<file path="src/rtl/stc0_pkg.sv">
// stc0_pkg: shared constants and frame-state type for stc0 byte-stream blocks
package stc0_pkg;
    localparam logic [7:0]  STC0_SOF         = 8'hA5;
    localparam int unsigned STC0_GAP_DEFAULT = 2;
    typedef enum logic [2:0] {S_IDLE, S_HDR, S_LEN, S_PAY, S_CSUM, S_GAP} stc0_efrm_state_t;
endpackage

</file>
<file path="src/rtl/stc0_word_ser.sv">
// stc0_word_ser: 32-to-8 word serializer, MSB byte first, with gapless reload on the last byte
module stc0_word_ser (
    input  logic        clk,
    input  logic        rst,
    input  logic        en,
    input  logic        more,
    input  logic [31:0] wdata,
    input  logic        wvalid,
    output logic        wready,
    output logic [7:0]  data,
    output logic        vld,
    output logic        last
);
    logic [31:0] sr;
    logic [1:0]  idx;
    logic        full;
    // an empty register passes the incoming word's top byte straight through
    assign data   = full ? sr[31:24] : wdata[31:24];
    assign vld    = en && (full || wvalid);
    assign last   = en && full && idx == 2'd3;
    assign wready = en && (!full || (last && more));
    always_ff @(posedge clk or posedge rst)
        if (rst) begin
            sr   <= '0;
            idx  <= '0;
            full <= 1'b0;
        end else if (vld) begin
            if (wready && wvalid) begin
                sr   <= full ? wdata : {wdata[23:0], 8'h00};
                idx  <= full ? 2'd0 : 2'd1;
                full <= 1'b1;
            end else begin
                sr   <= {sr[23:0], 8'h00};
                idx  <= idx + 2'd1;
                full <= !last;
            end
        end
endmodule

</file>
<file path="src/rtl/stc0_egress_framer.sv">
// stc0_egress_framer: frames requested 32-bit payload words as SOF, length, payload, XOR checksum
module stc0_egress_framer
    import stc0_pkg::*;
#(
    parameter logic [7:0]  SOF = STC0_SOF,
    parameter int unsigned GAP = STC0_GAP_DEFAULT
) (
    input  logic        ClkEgress,
    input  logic        ARst,
    input  logic        SValid,
    input  logic [7:0]  SLen,
    output logic        SReady,
    input  logic [31:0] WData,
    input  logic        WValid,
    output logic        WReady,
    output logic [7:0]  ED,
    output logic        EValid,
    output logic        Busy
);
    stc0_efrm_state_t state_q, state_d;
    logic [7:0] len_q, len_d, words_left, left_d, csum, csum_d, ed_d, b_data;
    logic [3:0] gap_cnt, gap_d;
    logic       ev_d, more, b_vld, b_last;

    assign more   = words_left > 8'd1;
    assign SReady = state_q == S_IDLE;
    assign Busy   = !SReady;

    stc0_word_ser u_ser (
        .clk(ClkEgress), .rst(ARst), .en(state_q == S_PAY), .more(more),
        .wdata(WData), .wvalid(WValid), .wready(WReady),
        .data(b_data), .vld(b_vld), .last(b_last)
    );

    always_comb begin
        state_d = state_q;
        len_d   = len_q;
        left_d  = words_left;
        csum_d  = csum;
        gap_d   = gap_cnt;
        ed_d    = ED;
        ev_d    = 1'b0;
        case (state_q)
            S_IDLE: if (SValid && SLen != 8'd0) begin
                len_d   = SLen;
                left_d  = SLen;
                state_d = S_HDR;
            end
            S_HDR: begin
                ed_d    = SOF;
                ev_d    = 1'b1;
                state_d = S_LEN;
            end
            S_LEN: begin
                ed_d    = len_q;
                ev_d    = 1'b1;
                csum_d  = len_q;
                state_d = S_PAY;
            end
            S_PAY: if (b_vld) begin
                ed_d   = b_data;
                ev_d   = 1'b1;
                csum_d = csum ^ b_data;
                if (b_last) begin
                    left_d  = words_left - 8'd1;
                    state_d = more ? S_PAY : S_CSUM;
                end
            end
            S_CSUM: begin
                ed_d    = csum;
                ev_d    = 1'b1;
                gap_d   = '0;
                state_d = (GAP == 0) ? S_IDLE : S_GAP;
            end
            S_GAP: begin
                gap_d   = gap_cnt + 4'd1;
                state_d = (gap_cnt == 4'(GAP - 1)) ? S_IDLE : S_GAP;
            end
            default: state_d = S_IDLE;
        endcase
    end

    always_ff @(posedge ClkEgress or posedge ARst)
        if (ARst) begin
            state_q    <= S_IDLE;
            len_q      <= '0;
            words_left <= '0;
            csum       <= '0;
            gap_cnt    <= '0;
            ED         <= '0;
            EValid     <= 1'b0;
        end else begin
            state_q    <= state_d;
            len_q      <= len_d;
            words_left <= left_d;
            csum       <= csum_d;
            gap_cnt    <= gap_d;
            ED         <= ed_d;
            EValid     <= ev_d;
        end
endmodule
</file>
<file path="config.mk">
export PLATFORM = sky130hd
export DESIGN_NAME = stc0_egress_framer
export DESIGN_NICKNAME = d
export VERILOG_FILES = /design/src/rtl/stc0_pkg.sv /design/src/rtl/stc0_word_ser.sv /design/src/rtl/stc0_egress_framer.sv
export SDC_FILE = /design/constraint.sdc
export NUM_CORES = 1
export LEC_CHECK = 0
export BUFFER_PORTS_ARGS = -buffer_cell sky130_fd_sc_hd__clkbuf_2
export CORE_ASPECT_RATIO = 1.25
export CORE_MARGIN = 3
export CORE_UTILIZATION = 58
export CTS_CLUSTER_DIAMETER = 30
export DETAILED_ROUTE_END_ITERATION = 12
export PLACE_DENSITY = 0.8
export SYNTH_ARGS = -nofsm -noshare
export SYNTH_HDL_FRONTEND = slang
export SYNTH_SLANG_ARGS = --single-unit
</file>
<file path="constraint.sdc">
create_clock -name ClkEgress -period 2.9 [get_ports ClkEgress]
set_clock_uncertainty 0.1 [all_clocks]
set_input_delay 0.29 -clock ClkEgress [delete_from_list [all_inputs] [get_ports ClkEgress]]
set_output_delay 0.29 -clock ClkEgress [all_outputs]
set_load 0.1 [all_outputs]
</file>
==> results.txt <==
# DRC = 0
Final Util = 69.2%
GR Util All Layers = 26.3%
Drt first-iter violations = 305
Vias in the first global route = 3926
DP Wirelength = 7.75 mm
Synthesized net count = 549
Via-per-instance ratio = 6.32
CTS tree = yes
Routed wire per std cell = 17.7 um
Clk buf depth = 2
Core area = 0.00715 mm^2
Final setup fails = 0
Synth cell types = 52
Initial antenna violation count = 0
Worst Path Required = 2.51 ns
Startpoint class of the critical path = register
Setup tns final = 0 ns
Period utilization = 89.9%
Worst slew pin tran = 0.959 ns
Ys flop type = dfrtp_1
CP cell instances = nand3b_1 > buf_4 > a21oi_2 > buf_12
Gpl congestion = 0.837
FFs w/ async S/R, synth = 100%
First-pass GRT wire length = 18.4 mm
Max incr delay on CP = 0.65 ns
Via count = 3990
Nets = 586
Comb power frac = 49.2%
Max-Cap Viols = 0
Hold Vio Cnt, Final = 0
Fin. max-slew vios = 0
FMAX = 384 MHz
Tmin final = 2.61 ns
Die X = 83.9 um
Num ports = 56
Clock slew at reported path FFs = 0.08 ns
Rows = 34
Post-cts resize count = 0
Switching Share = 45.8%
Die ar. = 0.00868 mm^2
Clk pwr share = 17.3%
Routed Antenna Nets = 0
I/O Buffers = 55
Antenna Cells = 0
Routed WL = 11.2 mm
Slowest stage cell on the critical path = dfrtp_1
VDD IR max = 0.616 mV
Avg Cell Area, Syn = 8.81 um^2
Grt total ovfl = 0
Sw power = 2360 uW
Critical path peak fanout = 18
Largest net degree at the start of global routing = 58
Layout cells sized above 1 = 17.7%
Register bit count reported by yosys = 75
Clock Sinks = 75
Post-synth top cells = 82 x nand2_1, 75 x dfrtp_1, 53 x a21oi_1
Area Growth Syn to Fin = 12.3%
Worst Path Class, Setup = reg -> out
Clock root buffer master = clkbuf_8
Initial Utilization = 61.6%
Slew HR = 36.1%
HP Class = in -> reg
Die H = 103 um
Top cells by area, synth = dfrtp_1 43%, mux2i_1 7.3%, nand2_1 7.0%
Mapped Cells = 500
Non-Filler Instances = 631
Pwr Density = 1040 mW/mm^2
Leak pwr = 0.00233 uW
Skew-Pair Late Insertion Delay = 0.35 ns
Part of the power in registers = 33.5%
Most common cell in the synthesized netlist = nand2_1
Placed cells = 615
RSZ-0062 raised after global routing = false
Largest area contributor in the netlist = dfrtp_1
Run status = completed
Sequential cell area fraction in the yosys report = 42.6%
H-tree depth = 3
Internal power = 2800 uW
Fillers = 585
EDFF count, synth = 0
Worst setup EP type = output port
Arrival time at the worst endpoint = 2.22 ns
Num CTS Buffers = 9
Yosys top cell area share = 42.6%
Synthesized area = 0.00440 mm^2
Router iterations before antenna repair = 5
Synth warn = 0
Setup Fix Bufs, Post-CTS = 0
==> power groups by stage <==
stage,Clock [uW],Sequential [uW],Combinational (uW)
after floorplan,0,2050,1660
after global placement,0,1720,2440
after detailed placement,0,1740,2520
after CTS,898,1720,2530
after global routing,936,1770,2790
final,894,1730,2540
==> area by class of cell <==
cell class | count | area (um^2) | area share (%)
Multi-Input combinational cell | 357 | 2240 | 45.4
Clock inverter | 4 | 75.1 | 1.52
Inverter | 24 | 90.1 | 1.82
Tap cell | 90 | 113 | 2.28
Sequential cell | 75 | 1880 | 38.0
Timing Repair Buffer | 70 | 405 | 8.20
Clock buffer | 11 | 141 | 2.86
==> routing by layer <==
layer | part of all wire [%] | up-vias | global-route usage [%] | wire (um)
li1 | - | 1909 | - | -
met1 | 41 | 1887 | 31.9 | 4520
met2 | 52 | 169 | 47.2 | 5790
met3 | 5.1 | 25 | 3.17 | 569
met4 | 2.4 | 0 | 12.5 | 270
met5 | 0 | - | 0 | 0
==> cells by family after synthesis <==
logic type,count (synthesis),share of synthesized area [%]
adder cells (fa/ha/maj),5,1.42
multiplexers,32,7.27
AND/OR/NAND/NOR,145,14.7
AO/OA/AOI/OAI,175,27.2
flip-flops,75,42.6
buffers and inverters,68,6.79
==> flip-flops by register name, indices dropped and copies added, names as in the netlist <==
name,count
ED,8
EValid,1
csum,8
gap_cnt,4
len_q,8
state_q,3
u_ser.full,1
u_ser.idx,2
u_ser.sr,32
words_left,8
==> per-stage QoR <==
step	setup WS [ns]	hold WS, ns	instance area, um^2	power (uW)
finish	0.294	0.0683	4950	5160
global route	0.151	0.0941	4950	5500
CTS	0.321	0.0582	4950	5150
detailed placement	0.577	0.311	4720	4260
global placement	0.688	0.308	4720	4160
floorplan	0.166	0.295	4410	3710
==> critical path: cells and delay by family, from the launching register on <==
| kind | cells | cell delay, ns |
|---|---|---|
| AOI/OAI and AO/OA | 1 | 0.16 |
| buffers and inverters | 2 | 0.54 |
| and+or+nand+nor | 1 | 0.51 |
| DFF | 1 | 0.65 |
==> timing repair <==
action / CTS / global route
endpoints found under the hold margin: 75 / 0
hold buffers: 1 / 0
endpoints found under the setup margin: 0 / 0
==> cell usage in the layout, fill, tap and decap left out, types with 6 or more instances in the layout <==
cell / synthesis / routed
inv_1: 23 / 22
nand3_1: 6 / 6
nor3_1: 11 / 11
mux2i_1: 32 / 32
o22ai_1: 16 / 16
a21oi_1: 53 / 52
clkbuf_8: 0 / 10
buf_4: 1 / 14
clkbuf_2: 0 / 54
and3_1: 6 / 6
nor2_1: 20 / 20
dfrtp_1: 75 / 74
o31ai_1: 25 / 25
a211oi_1: 32 / 32
o21ai_0: 12 / 11
nand2_1: 82 / 82
a32o_1: 8 / 8
==> worst paths after layout <==
check | start | endpoint | slack [ns] | depth (start not counted)
worst max-delay path | state_q[0] | WReady | 0.29 | 4
worst min-delay path | SLen[5] | len_q[5] | 0.07 | 3
worst max register to register | state_q[0] | u_ser.sr[14] | 0.50 | 4
worst min register to register | u_ser.sr[29] | u_ser.sr[29] | 0.38 | 2
max in group asynchronous | ARst | csum[5] | 1.80 | 4
min in group asynchronous | ARst | u_ser.sr[11] | 0.49 | 4
(Power assumes the default switching activity.)
